===== config.mk =====
export PLATFORM = sky130hd
export DESIGN_NAME = mc_control_sequencer
export DESIGN_NICKNAME = d
export VERILOG_FILES = /design/src/rtl/mc_control_sequencer.sv
export SDC_FILE = /design/constraint.sdc
export NUM_CORES = 1
export LEC_CHECK = 0
export ABC_AREA = 1
export CELL_PAD_IN_SITES_DETAIL_PLACEMENT = 2
export CELL_PAD_IN_SITES_GLOBAL_PLACEMENT = 2
export CORE_MARGIN = 5
export CORE_UTILIZATION = 26
export DETAILED_ROUTE_END_ITERATION = 10
export GPL_ROUTABILITY_DRIVEN = 0
export MAX_ROUTING_LAYER = met4
export PLACE_DENSITY_LB_ADDON = 0.1
export SLEW_MARGIN = 20
export SYNTH_ARGS = -nofsm -noshare
export SYNTH_HDL_FRONTEND = slang
export SYNTH_SLANG_ARGS = --single-unit

===== constraint.sdc =====
create_clock -name CLK -period 1.75 [get_ports CLK]
set_input_delay 0.35 -clock CLK [delete_from_list [all_inputs] [get_ports CLK]]
set_output_delay 0.35 -clock CLK [all_outputs]
set_load 0.005 [all_outputs]

===== src/rtl/mc_control_sequencer.sv =====
// mc_control_sequencer
//   Multi-cycle control sequencer: owns the control-unit state register and
//   steps IF -> ID -> EXE -> MEM -> WB, with wait states on instruction and
//   data memory, a global stall, a HALT state left via resume, and saturating
//   retire and cycle counters.
//
// Ports
//   CLK           in   rising-edge clock
//   RST           in   asynchronous active-low reset
//   Opcode        in   instruction opcode, stable from ID onward
//   stall         in   1 freezes the state (ignored in HALT)
//   imem_ready    in   instruction fetch done, qualifies leaving IF
//   dmem_ready    in   data access done, qualifies leaving MEM
//   resume        in   leave HALT (ignored elsewhere)
//   cur_state     out  registered state (IF=0 ID=1 EXE=2 WB=3 MEM=4 HALT=5)
//   n_state       out  combinational next state (not for use as a clock)
//   halted        out  1 while in HALT
//   instr_done    out  one-cycle pulse in the first cycle after a retire
//   retired_count out  instructions retired, saturating
//   cycle_count   out  non-halted cycles, saturating
module mc_control_sequencer #(
  parameter int                  OPCODE_W = 6,
  parameter int                  CNT_W    = 32,
  parameter logic [OPCODE_W-1:0] OP_SW    = 6'b110000,
  parameter logic [OPCODE_W-1:0] OP_LW    = 6'b110001,
  parameter logic [OPCODE_W-1:0] OP_BEQ   = 6'b110100,
  parameter logic [OPCODE_W-1:0] OP_BNE   = 6'b110101,
  parameter logic [OPCODE_W-1:0] OP_BGTZ  = 6'b110110,
  parameter logic [OPCODE_W-1:0] OP_J     = 6'b111000,
  parameter logic [OPCODE_W-1:0] OP_JR    = 6'b111001,
  parameter logic [OPCODE_W-1:0] OP_JAL   = 6'b111010,
  parameter logic [OPCODE_W-1:0] OP_HALT  = 6'b111111
) (
  input  logic                CLK,
  input  logic                RST,
  input  logic [OPCODE_W-1:0] Opcode,
  input  logic                stall,
  input  logic                imem_ready,
  input  logic                dmem_ready,
  input  logic                resume,
  output logic [2:0]          cur_state,
  output logic [2:0]          n_state,
  output logic                halted,
  output logic                instr_done,
  output logic [CNT_W-1:0]    retired_count,
  output logic [CNT_W-1:0]    cycle_count
);

  typedef enum logic [2:0] {
    S_IF   = 3'b000,
    S_ID   = 3'b001,
    S_EXE  = 3'b010,
    S_WB   = 3'b011,
    S_MEM  = 3'b100,
    S_HALT = 3'b101
  } state_t;

  state_t           state_q, state_d;
  logic             advance;
  logic             retire;
  logic             instr_done_q;
  logic [CNT_W-1:0] retired_q;
  logic [CNT_W-1:0] cycle_q;

  always_comb begin
    // stall overrides the memory handshakes; HALT ignores all of them
    advance = ~stall;
    case (state_q)
      S_IF:    if (!imem_ready) advance = 1'b0;
      S_MEM:   if (!dmem_ready) advance = 1'b0;
      default: ;
    endcase

    state_d = state_q;
    case (state_q)
      S_IF:  if (advance) state_d = S_ID;
      S_ID:
        if (advance) begin
          if (Opcode == OP_J || Opcode == OP_JR) state_d = S_IF;
          else if (Opcode == OP_HALT)            state_d = S_HALT;
          else if (Opcode == OP_JAL)             state_d = S_WB;
          else                                   state_d = S_EXE;
        end
      S_EXE:
        if (advance) begin
          if (Opcode == OP_BEQ || Opcode == OP_BNE || Opcode == OP_BGTZ) state_d = S_IF;
          else if (Opcode == OP_SW || Opcode == OP_LW)                   state_d = S_MEM;
          else                                                           state_d = S_WB;
        end
      S_MEM: if (advance) state_d = (Opcode == OP_SW) ? S_IF : S_WB;
      S_WB:  if (advance) state_d = S_IF;
      S_HALT: state_d = resume ? S_IF : S_HALT;
      default: state_d = S_IF;
    endcase

    retire = advance && (state_q != S_IF) && (state_q != S_HALT) &&
             ((state_d == S_IF) || (state_d == S_HALT));
  end

  always_ff @(posedge CLK or negedge RST) begin
    if (!RST) begin
      state_q      <= S_IF;
      instr_done_q <= 1'b0;
      retired_q    <= '0;
      cycle_q      <= '0;
    end else begin
      state_q      <= state_d;
      instr_done_q <= retire;
      if (retire && !(&retired_q))
        retired_q <= retired_q + CNT_W'(1);
      if (state_q != S_HALT && !(&cycle_q))
        cycle_q <= cycle_q + CNT_W'(1);
    end
  end

  assign cur_state     = state_q;
  assign n_state       = state_d;
  assign halted        = (state_q == S_HALT);
  assign instr_done    = instr_done_q;
  assign retired_count = retired_q;
  assign cycle_count   = cycle_q;

endmodule


# Yosys cells after proc, flatten, opt, wreduce, memory -nomap -nowiden
# Cells that the tools add are included.
# Widths: inputs -> output; s select.
[totals]
register_bits = 68
latch_bits = 0
ramBits = 0
mem_bits_ro = 0
inputBits = 12
out_inout_bits = 72
wordCells = 56
n_memories = 0
[classes]
add_sub_neg = 2
multipliers = 0
div = 0
order_cmp = 0
eq_ne = 16
shifts = 0
muxes = 16
bitwise_logic = 1
reduce_logical = 17
[op_table]
columns = ["op", "n"]
rows = [
  ["$add 32x1->32 const B", 2],
  ["$reduce_and 32->1", 2],
  ["$eq 6x6->1 const B", 9],
  ["$mux 3", 10],
  ["$pmux 3 s6", 1],
  ["$eq 3x3->1 const B", 3],
  ["$eq 3x2->1 const B", 2],
  ["$logic_not 3->1", 2],
  ["$logic_and 1x1->1", 5],
  ["$logic_or 1x1->1", 5],
  ["$eq 3x1->1 const B", 1],
  ["$mux 1", 3],
  ["$ne 3x3->1 const B", 1],
  ["$reduce_bool 3->1", 1],
  ["$logic_not 1->1", 2],
  ["$mux 2", 1],
  ["$pmux 1 s2", 1],
  ["$not 1->1", 1],
]

# Logic depth before layout (Yosys ltp)
[depth]
depth_word = 10
ltp_mapped = 15
ltp_nobuf = 13

# Least setup slack after synthesis
# Ideal clock, no wire load.
[synth_timing]
path_type = "reg-to-reg"
from = "reg retired_q[0], in the netlist retired_count[0]"
to = "reg retired_q[10], in the netlist retired_count[10]"
setup_ns = 0.117
arrival_time_ns = 1.801
required_time_ns = 1.633
path_slack_ns = -0.168
stages_incl_launch_ff = 10
path_buffers = 1
period_less_slack_ns = 1.918
path_cell_list = "dfrtp_1 > ha_1 > nand2_1 > nor2_1 > nand2_1 > nor3_1 > nand4_1 > clkbuf_1 > nand4_1 > nand2_1"
[synth_via]
elab_chain_cells = 3
elab_cells_between_ends = 4
cone_classes = "add/sub (1); reduce/logical (3)"
[synth_rtl]
columns = ["element", "line_no", "source"]
rows = [
  ["start: declaration", "62", "logic [CNT_W-1:0] retired_q;"],
  ["start signal: assignment", "110", "retired_q <= retired_q + CNT_W'(1);"],
  ["parallel branches: the longest is 3 deep, another holds $add 32x1->32", "-", ""],
]
# Several ways; the timed one is not identified.
# A chain may end at the register's enable or synchronous reset.

# Final worst setup path
[layout_timing]
from = "in imem_ready"
to = "reg retired_q[5], in the netlist retired_count[5]"
[layout_via]
elab_chain_cells = 8
elab_cells_between_ends = 15
cone_classes = "eq/ne (1); mux (8); reduce/logical (6)"
[layout_rtl]
columns = ["element", "line_no", "source"]
rows = [
  ["start: declaration", "38", "input logic imem_ready,"],
  ["$mux 1 *", "69", "S_IF: if (!imem_ready) advance = 1'b0;"],
  ["$pmux 1 s2 *", "68", "case (state_q)"],
  ["$mux 3 (on tied branches)", "-", ""],
  ["$pmux 3 s6", "75", "case (state_q)"],
  ["$eq 3x3->1 / $logic_not 3->1 (equally long branches)", "97", "((state_d == S_IF) || (state_d == S_HALT));"],
  ["$logic_or 1x1->1", "97", ""],
  ["$logic_and 1x1->1 *", "96", "retire = advance && (state_q != S_IF) && (state_q != S_HALT) &&"],
  ["$logic_and 1x1->1 *", "109", "if (retire && !(&retired_q))"],
]
# Mark *: on every way between the ends. The rest lies on a longest branch, timed or not.

==> results_dict.tcl <==
set metrics [dict create \
    worst_pin_slew_ps 465 \
    finalHoldViolations 2 \
    drt_iter0_markers 362 \
    clock_sinks 68 \
    seq_area_frac_synth_pct 38.3 \
    cp_top_family "buffers and inverters" \
    worstPathArrival_ps 2790 \
    rr_worst_depth 15 \
    syn-cell-area_mm2 0.00444 \
    num-nets-final 940 \
    violations "negative hold slack, negative setup slack" \
    fin_util_pct 51.4 \
    rsz0062_at_grt "true" \
    slowest_delay_ps 480 \
    drtAntennaViolNets 0 \
    fin_area_mm2 0.00855 \
    cp_max_fo 5 \
    route.met2.wl_um 16000 \
    synth_cell_types 27 \
    rrSetupSlack_ps -750 \
    dieHeight_um 141 \
    wl_per_cell_um 26.8 \
    routed_wl_um 30800 \
    grt_pass1_wl_um 39200 \
    p_comb_share_pct 56.4 \
    io_buffer_count 83 \
    core_mm2 0.0166 \
    grt_antenna_before_repair 1 \
    dpl.hpwl_um 15400 \
    dieArea_mm2 0.0198 \
    cts_made_buffers 9 \
    syn_to_final_growth_pct 92.6 \
    grt_util_all_layers_pct 26.2 \
    grt_pass1_vias 6726 \
    syn_inst 627 \
    ios 84 \
    yosys_register_bits 68 \
    via_per_inst 5.26 \
    grt_max_degree 69 \
    synthTopCellsByCount "nand2_1, dfrtp_1, nor2_1" \
    crit_top_cell "buf_4" \
    route.met3.wl_um 1150 \
    post-route-period-util_pct 143 \
    dp_cells 1071 \
    yosysTopAreaCell "dfrtp_1" \
    critPathRequiredTime_ps 2040 \
    hold_class "primary input to async pin" \
    setup_viol 80 \
    pwr_density_cell_mw_per_mm2 1000 \
    synth_top_area_share_pct 38.3 \
    final.min_clock_period_ps 2500 \
    rows 47 \
    postPlaceCellArea_mm2 0.00674 \
    cpMaxStageDelayCell "clkdlybuf4s50_1" \
    r2r_start "cur_state[1]$_DFF_PN0_" \
    fin_hold_ws_ps -3.87 \
    clock.fmax_ghz 0.400 \
    worstSkewPairLatency_ps 360 \
    switchingPower_w 0.00352 \
    clkPwrFrac_pct 21.6 \
    hold_buffers 0 \
    crit_buf_inv 9 \
    cts_tree "built" \
    power.total_w 0.00856 \
    p_leak_nw 4.35 \
    synth_edf_count 0 \
    cts.htree.levels 3 \
    synth_nets 641 \
    ir_drop_mv 0.824 \
    nFillCells 1782 \
    postSynthAreaPerCell_um2 7.08 \
    final-max-slew-violation-count 0 \
    status "finished, violations left" \
    finalClockSkew_ps 8.30 \
    layout.cells.non_filler 1152 \
    drc 0 \
    synth_area_leaders "dfrtp_1, nand2_1, xor2_1" \
    p_int_w 0.00505 \
    slew_headroom_pct 68.8 \
    critical_path_class "primary input to register" \
    root_buffer "clkbuf_16" \
    vias 6061 \
    dieWidth_um 141 \
    crit_chain "clkdlybuf4s50_1 > inv_1 > nand3_4 > buf_4 > inv_2 > nor2_4 > buf_4 > nand2_1 > o21ai_4 > nor2_2 > buf_4 > nor3_4 > buf_6 > buf_8 > buf_6 > nand4_1 > nand2_1" \
    drive_gt1_share_pct 42.6 \
    async_reset_ff_share_pct 100 \
    highest_layer "met4" \
    dr.pass1.iters 5 \
    synth_flop_cell "dfrtp_1" \
    synth-warning-count 0 \
    clk_pin_slew_ps 70 \
    seqPwrFrac_pct 22.0 \
    maxCapViolCount 0 \
    critPathLaunchType "primary input" \
    m1WireLength_um 12900 \
    start_util_pct 26.7 \
    clockBufferDepth 2 \
    reg2reg_to "retired_count[5]$_DFFE_PN0P_" \
    cp-end-kind "register" \
    power_switching_share_pct 41.1 \
    grt_remaining_overflow 0 \
    layout_setup_ws_ps -748 \
    synth_most_common_cell "nand2_1" \
]
[power groups by stage]
stage | clock (W) | combinational, W | sequential (W)
after global placement | 0 | 0.00256 | 0.00187
after CTS | 0.00183 | 0.00407 | 0.00185
final | 0.00185 | 0.00483 | 0.00188
after global routing | 0.00193 | 0.00502 | 0.00189
after floorplan | 0 | 0.00108 | 0.00195
after detailed placement | 0 | 0.00267 | 0.00188
[per-layer routing]
| metal | vias to the layer above | global-route usage [%] |
|---|---|---|
| li1 | 2648 | - |
| met4 | 0 | 8.72 |
| met5 | - | - |
| met3 | 62 | 3.15 |
| met2 | 205 | 45.1 |
| met1 | 3146 | 31.8 |
[logic make-up (layout without fill, tap and decap cells)]
logic type | Yosys count | in the layout | share of synthesized area (%)
simple gates | 406 | 406 | 40.9
buf+inv | 76 | 380 | 6.85
flops | 68 | 68 | 38.3
xor+xnor | 58 | 58 | 11.4
compound gates | 17 | 17 | 1.95
fa+ha+maj | 2 | 2 | 0.564
other cells | 0 | 1 | 0
[placed cells by master, fill, tap and decap left out, drive strengths merged, types with 2 or more instances in the layout]
| cell type | netlist | layout |
|---|---|---|
| dlygate4sd2 | 0 | 14 |
| xnor2 | 17 | 17 |
| inv | 59 | 61 |
| nand3 | 31 | 31 |
| a21oi | 3 | 3 |
| ha | 2 | 2 |
| xor2 | 41 | 41 |
| clkinvlp | 0 | 2 |
| clkdlybuf4s50 | 0 | 46 |
| clkinv | 0 | 3 |
| nor3 | 40 | 40 |
| and2 | 2 | 2 |
| clkbuf | 4 | 11 |
| nand4 | 52 | 52 |
| nor2 | 68 | 68 |
| dlymetal6s2s | 0 | 18 |
| o21ai | 13 | 13 |
| dfrtp | 68 | 68 |
| nand2 | 204 | 204 |
| nor4 | 7 | 7 |
| buf | 13 | 225 |
[stage by stage]
stage | TNS, ps | setup slack [ps]
finish | -30240 | -748
global route | -36010 | -852
CTS | -20370 | -592
detailed placement | -32370 | -948
global placement | -26060 | -923
floorplan | -2570 | -90.5
[cell type report]
type,count,area (µm²),area share [%]
Inverter,59,239,2.80
Timing Repair Buffer,305,2900,33.9
Antenna cell,1,2.50,0.0293
Multi-Input combinational cell,483,3150,36.8
Tap cell,220,275,3.22
Sequential cell,68,1710,20.0
Clock inverter,7,51.3,0.600
Clock buffer,9,225,2.63
[sequential cells by signal, summed over array words and instances, names as in the netlist]
signal and count:
cycle_count 32, cur_state 3, retired_count 32, instr_done 1
[worst max path at each step]
stage                                    end  slack [ps]                          from  depth (start not counted)
2_1_floorplan  retired_count[20]$_DFFE_PN0P_         -90  retired_count[0]$_DFFE_PN0P_                         10
3_3_place_gp                      n_state[1]        -920                     Opcode[4]                         10
3_5_place_dp                      n_state[1]        -950                     Opcode[5]                          9
4_1_cts                           n_state[1]        -590        cur_state[0]$_DFF_PN0_                         10
5_1_grt         retired_count[5]$_DFFE_PN0P_        -850        cur_state[1]$_DFF_PN0_                         15
6_report        retired_count[5]$_DFFE_PN0P_        -750                    imem_ready                         17
[what timing repair did]
item | CTS | global route
buffers inserted | 42 | 26
endpoints found under the setup margin | 80 | 96
pin swaps | 42 | 73
resized for setup | 195 | 129
cloned | 6 | 1
No activity file was read; power rests on OpenSTA's default activity.
